==> config.mk <==
export PLATFORM = sky130hd
export DESIGN_NAME = fetch_stage
export DESIGN_NICKNAME = d
export VERILOG_FILES = /design/src/rtl/fetch_stage.sv
export SDC_FILE = /design/constraint.sdc
export NUM_CORES = 1
export LEC_CHECK = 0
export BUFFER_PORTS_ARGS = -buffer_cell sky130_fd_sc_hd__buf_4
export CORE_MARGIN = 5
export CORE_UTILIZATION = 40
export CTS_BUF_LIST = sky130_fd_sc_hd__clkbuf_8
export CTS_CLUSTER_SIZE = 30
export DETAILED_ROUTE_END_ITERATION = 7
export MAX_ROUTING_LAYER = met4
export PLACE_DENSITY = 0.7
export SYNTH_ARGS = -nofsm -noshare
export SYNTH_HDL_FRONTEND = slang
export SYNTH_SLANG_ARGS = --single-unit
==> constraint.sdc <==
create_clock -name clk -period 2.25 [get_ports clk]
set_clock_uncertainty 0.15 [all_clocks]
set_input_delay 0.225 -clock clk [delete_from_list [all_inputs] [get_ports clk]]
set_output_delay 0.225 -clock clk [all_outputs]
set_load 0.03 [all_outputs]
==> src/rtl/fetch_stage.sv <==
// fetch_stage: instruction-fetch stage.
// Owns the program counter, presents it as a word address to the instruction
// memory (combinational read), and captures the returned instruction together
// with its PC in the IF/ID pipeline register. Branch redirects reload the PC
// and flush whatever is held in IF/ID.
//
// Optional build macro FETCH_PERF_CNT_EN adds two read-only performance
// counters (perf_fetched, perf_flushed). Without it those ports do not exist.

`ifndef WIDTH
`define WIDTH 32
`endif

module fetch_stage #(
  parameter int          INST_W   = `WIDTH,
  parameter logic [31:0] RESET_PC = 32'd0
) (
  input  logic              clk,
  input  logic              rst_n,
  input  logic              run,
  output logic [31:0]       imem_pc,
  input  logic [INST_W-1:0] imem_inst,
  input  logic              redir_valid,
  input  logic [31:0]       redir_target,
  output logic              if_valid,
  output logic [INST_W-1:0] if_inst,
  output logic [31:0]       if_pc,
  input  logic              id_ready
`ifdef FETCH_PERF_CNT_EN
  ,
  output logic [31:0]       perf_fetched,
  output logic [31:0]       perf_flushed
`endif
);

  // Architectural state
  logic [31:0]       pc_r;
  logic              if_valid_r;
  logic [INST_W-1:0] if_inst_r;
  logic [31:0]       if_pc_r;

  // Next-state values
  logic [31:0]       pc_s;
  logic              if_valid_s;
  logic [INST_W-1:0] if_inst_s;
  logic [31:0]       if_pc_s;

  // Per-edge event decode
  logic adv_s;
  logic fetch_s;
  logic flush_s;

  // The IF/ID slot can take a new entry when it is empty or decode is
  // consuming the current one this cycle.
  assign adv_s   = !if_valid_r || id_ready;
  // A real fetch happens only when no redirect overrides the slot update.
  assign fetch_s = adv_s && run && !redir_valid;
  // A flush is counted only when a valid wrong-path instruction is dropped.
  assign flush_s = redir_valid && if_valid_r;

  // Next-state selection: redirect beats advance, advance beats hold.
  always_comb begin
    pc_s       = pc_r;
    if_valid_s = if_valid_r;
    if_inst_s  = if_inst_r;
    if_pc_s    = if_pc_r;
    if (redir_valid) begin
      // Flush regardless of id_ready; keep the stale payload, only the
      // valid bit matters downstream.
      pc_s       = redir_target;
      if_valid_s = 1'b0;
    end else if (adv_s) begin
      if (run) begin
        if_inst_s  = imem_inst;
        if_pc_s    = pc_r;
        if_valid_s = 1'b1;
        // Natural 32-bit wrap from 32'hFFFFFFFF to 0.
        pc_s       = pc_r + 32'd1;
      end else begin
        // Drain: the slot empties, the PC is frozen so nothing is skipped.
        if_valid_s = 1'b0;
      end
    end else begin
      // Stall: decode is holding off a valid instruction; keep everything.
      pc_s       = pc_r;
      if_valid_s = if_valid_r;
    end
  end

  // PC and IF/ID register update with synchronous active-low reset.
  always_ff @(posedge clk) begin
    if (!rst_n) begin
      pc_r       <= RESET_PC;
      if_valid_r <= 1'b0;
      if_inst_r  <= {INST_W{1'b0}};
      if_pc_r    <= 32'd0;
    end else begin
      pc_r       <= pc_s;
      if_valid_r <= if_valid_s;
      if_inst_r  <= if_inst_s;
      if_pc_r    <= if_pc_s;
    end
  end

  assign imem_pc  = pc_r;
  assign if_valid = if_valid_r;
  assign if_inst  = if_inst_r;
  assign if_pc    = if_pc_r;

`ifdef FETCH_PERF_CNT_EN
  logic [31:0] perf_fetched_r;
  logic [31:0] perf_flushed_r;

  // Performance counters: fetched instructions and flushed valid slots.
  always_ff @(posedge clk) begin
    if (!rst_n) begin
      perf_fetched_r <= 32'd0;
      perf_flushed_r <= 32'd0;
    end else begin
      if (fetch_s) begin
        perf_fetched_r <= perf_fetched_r + 32'd1;
      end else begin
        perf_fetched_r <= perf_fetched_r;
      end
      if (flush_s) begin
        perf_flushed_r <= perf_flushed_r + 32'd1;
      end else begin
        perf_flushed_r <= perf_flushed_r;
      end
    end
  end

  assign perf_fetched = perf_fetched_r;
  assign perf_flushed = perf_flushed_r;
`else
  // Event decode unused when counters are compiled out.
  logic unused_s;
  assign unused_s = fetch_s ^ flush_s;
`endif

endmodule
# ---- After elaboration in Yosys (flattened, before gate mapping)
# Cells that the tools add are included.
dict set report classes {
  bitwise 2
  n_mux 4
  addsub 1
  reduce_logical 7
}
# cell n
set op_table {}
lappend op_table {{$mux W32} 3}
lappend op_table {{$add A32 B1 Y32 const B} 1}
lappend op_table {{$reduce_bool A2 Y1} 2}
lappend op_table {{$reduce_and A3 Y1} 1}
lappend op_table {{$not A1 Y1} 2}
lappend op_table {{$reduce_and A2 Y1} 1}
lappend op_table {{$reduce_or A2 Y1} 1}
lappend op_table {{$logic_not A1 Y1} 1}
lappend op_table {{$logic_or A1 B1 Y1} 1}
lappend op_table {{$mux W1} 1}
dict set report totals {
  register_bits 97
  output_inout_bits 97
  in_bits 69
  word_cells 18
}

# ---- Logic depth before layout (Yosys ltp)
dict set report depth {
  ltp_word 4
  depth_mapped 7
  depth_no_buf 5
}

# ---- Least setup slack after synthesis
# Ideal clock, no wire load.
dict set report synth_timing {
  path_type {flip-flop to flip-flop}
  from {reg pc_r[0], in the netlist imem_pc[0]}
  to {reg pc_r[20], in the netlist imem_pc[20]}
  slack_ns -0.294
  setup_time_ns 0.074
  path_stages_with_launch 7
  required_ns 2.026
  path_buffers 1
  synth_period_minus_slack_ns 2.544
  arrival_ns 2.320
  path_cell_list {dfxtp_1 ha_1 nand4_4 or4_1 buf_2 or4_1 a31oi_1}
}
dict set report synth_between {
  elab_chain_cells 4
}
# element line_no
set synth_rtl {}
lappend synth_rtl {{start: declaration} 37} ;# logic [31:0] pc_r;
lappend synth_rtl {{start signal: assignment} 98} ;# pc_r <= pc_s;
lappend synth_rtl {{$add A32 B1 Y32} 78} ;# pc_s = pc_r + 32'd1;
lappend synth_rtl {{$mux W32} 73} ;# if (run) begin
lappend synth_rtl {{$mux W32} 72} ;# end else if (adv_s) begin
lappend synth_rtl {{$mux W32} 67} ;# if (redir_valid) begin
# Every way passes these cells. The select of a mux whose other input is x is not followed.
# A chain may end at the register's enable or synchronous reset.

# ---- Final worst setup path
dict set report layout_timing {
  from {reg pc_r[0], in the netlist imem_pc[0]}
  to {reg pc_r[30], in the netlist imem_pc[30]}
}
# Same word-level chain as after synthesis.

==> impl_metrics.yaml <==
timing:
  final.min_clock_period_ns: 2.172
  slew_violations: 0
  max_freq_mhz: 460.3
  timing.final.crit_share: 0.9655
  max_slew.worst_pin.slew_ns: 0.8681
  finalHoldViolCount: 0
  setup_viol_count_final: 0
  setup_repair_after_global_routing_missed_its_margin: "no"
  maxSlewHeadroom: 0.4168
yosys:
  avgSynthCellArea_um2: 8.087
  synth_top_cells_by_area: "dfxtp_1 (43%), nand2_1 (12%), a21boi_0 (11%)"
  post-synth-top-area-cell: "dfxtp_1"
  synth_area_um2: 4504
  postSynthRegisterBits: 97
  synthCells: 557
  yosysUniqueCellTypes: 47
  yosys_warnings: 0
  ys_seq_area_frac: 0.4311
  synth_top_area_share: 0.4311
  synth_nets: 627
outcome:
  run_status: "complete, no violations"
finish:
  fillers: 975
  mostFrequentLayoutCell: "buf_4"
  final_cell_mix: "buf_4 (195), nand2_1 (142), dfxtp_1 (87)"
  antenna_cells_inserted: 0
  final_core_util: 0.6124
  layout.cells.non_filler: 905
  areaGrowthSynthToFinish_pct: 48.67
  post_route_cells_drive_above_1_share: 0.3059
  fin_nets: 830
pwr:
  power.static_leakage_nw: 2.732
  vdd.ir_drop.worst_mv: 0.3548
  power_density_nw_per_um2: 591.9
routing:
  post_drt_via_cell_ratio: 5.380
  detailroute.wirelength.met3_mm: 1.009
  firstDrtPassIters: 5
  ant_nets: 0
  highest_metal_layer_used_by_the_detailed_router: "met4"
  route.detailed.wl_per_inst_um: 16.11
  routed-via-count: 4869
  route.met2.wl_mm: 6.784
  wirelength_mm: 14.58
  drcViolationCount: 0
  route.layer.met1.wl_mm: 6.642
  drt_iter0_drc: 420
global_route:
  grt_first_pass_wirelength_mm: 22.96
  largest_net_degree_at_the_start_of_global_routing: 55
  antenna_violations_before_repair: 0
  grtUsageTotal: 0.2165
  global_route.overflow_total: 0
  first_global_vias: 4588
setup_path:
  r2r.worst_path.cells: 5
  timing_worst_setup_path_type: "reg -> reg"
  timing.critical_path.required_ns: 2.40
  cp-start-kind: "flip-flop"
  worstPathMaxFanout: 5
  cp_data_arrival_time_ns: 2.33
  rrSetupSlack_ns: 0.08
  timing.critical_path.to_type: "flip-flop"
clock_tree:
  clock_root_buffer: "clkbuf_8"
  sinks_on_the_clock_net: 97
  cts_htree_levels: 3
  tritoncts: "built"
  numCtsBuffers: 9
  cts.repair_timing.setup_buffer_count: 0
  clkLatencyLatePin_ns: 0.36
  clock_tree.buffer_depth: 2
  clk_pin_slew_ns: 0.09
floorplan:
  floorplan.io_pins: 166
  die_y_um: 116.1
  die_width_um: 116.1
  initial_core_utilization: 0.4119
  rows: 38
  core_area_um2: 10940
  dieArea_um2: 13480
min_path:
  min_delay_path_depth: 3
  hp-class: "in -> reg"
job:
  cap_viol_max_count: 0
placement:
  gp_congestion: 0.8272
  place_inst: 846
  io_buf_count: 165
  dp_hpwl_mm: 10.03
sequential cells by signal, indices dropped and copies added (netlist names):
signal,cells
if_pc,32
imem_pc,32
if_valid,1
if_inst,32
critical path, stage by stage (launching register included):
cell and delay [ns]:
dfxtp_4 0.37, ha_4 0.15, nand4_4 0.14, or4_2 0.75
or4_1 0.49, nand3_1 0.07
path summary, 6_finish.rpt:
kind | from | end
min | redir_target[24] | imem_pc[24]
min reg2reg | if_pc[11] | if_pc[11]
max | imem_pc[0] | imem_pc[30]
max reg2reg | imem_pc[0] | imem_pc[30]
logic make-up after synthesis:
family | Yosys count | share of synthesized area
simple gates | 261 | 0.2861
compound gates | 139 | 0.2239
xor+xnor | 6 | 0.01167
flops | 97 | 0.4311
buf+inv | 53 | 0.04444
fa+ha+maj | 1 | 0.002777
metal layers:
metal,track usage,up-vias
li1,-,2399
met1,0.2940,2287
met2,0.3402,170
met3,0.03523,13
met4,0.05104,0
met5,-,-
power by group:
part	internal [mW]	total [mW]	switching (mW)
clock network	0.652	1.26	0.611
logic	0.367	0.817	0.450
registers	1.81	1.88	0.0773
total	2.82	3.96	1.14
through the flow:
step	total power [mW]	setup slack [ns]	instance area [µm²]	hold WS, ns	TNS (ns)
after CTS	3.993	0.06521	6696	0.004164	0
final	3.963	0.07773	6696	0.02132	0
after global routing	4.145	0.003939	6696	0.02177	0
after global placement	2.660	0.02609	6042	0.3001	0
after floorplan	2.322	0.01300	4534	0.2121	0
after detailed placement	2.677	-0.01426	6042	0.3077	-0.02391
synth_stat cells, drive strengths merged:
library cell,number
a211o,1
a211oi,7
a21boi,65
a21oi,3
a311o,1
a311oi,3
a31oi,11
a32oi,3
and2,2
and3,8
and4,5
and4b,1
buf,1
clkbuf,47
dfxtp,97
ha,1
inv,5
nand2,142
nand2b,6
nand3,15
nand3b,1
nand4,19
nor2,9
nor2b,8
nor3,7
nor3b,5
nor4,12
o2111a,1
o211a,5
o211ai,1
o21ai,23
o311a,2
o311ai,1
o31a,2
o31ai,8
o41a,2
or2,2
or3,5
or4,14
xnor2,4
xor2,2
cell type report:
class                      instances  area [µm²]  share of cell area
multi-input combinational        407        2389              0.3567
sequential                        97        1959              0.2926
timing repair buffer             240        1934              0.2889
tap                              140       175.2             0.02616
clock buffer                      10       137.6             0.02055
clock inverter                     6       82.58             0.01233
inverter                           5       18.77            0.002803
repair_timing:
item	CTS	global route
hold endpoints to repair	43	0
setup endpoints to repair	4	1
gates resized for setup	1	0
hold buffers	43	0
pin swaps	0	1
cloned	0	0
Power figures use the tool's default switching activity.
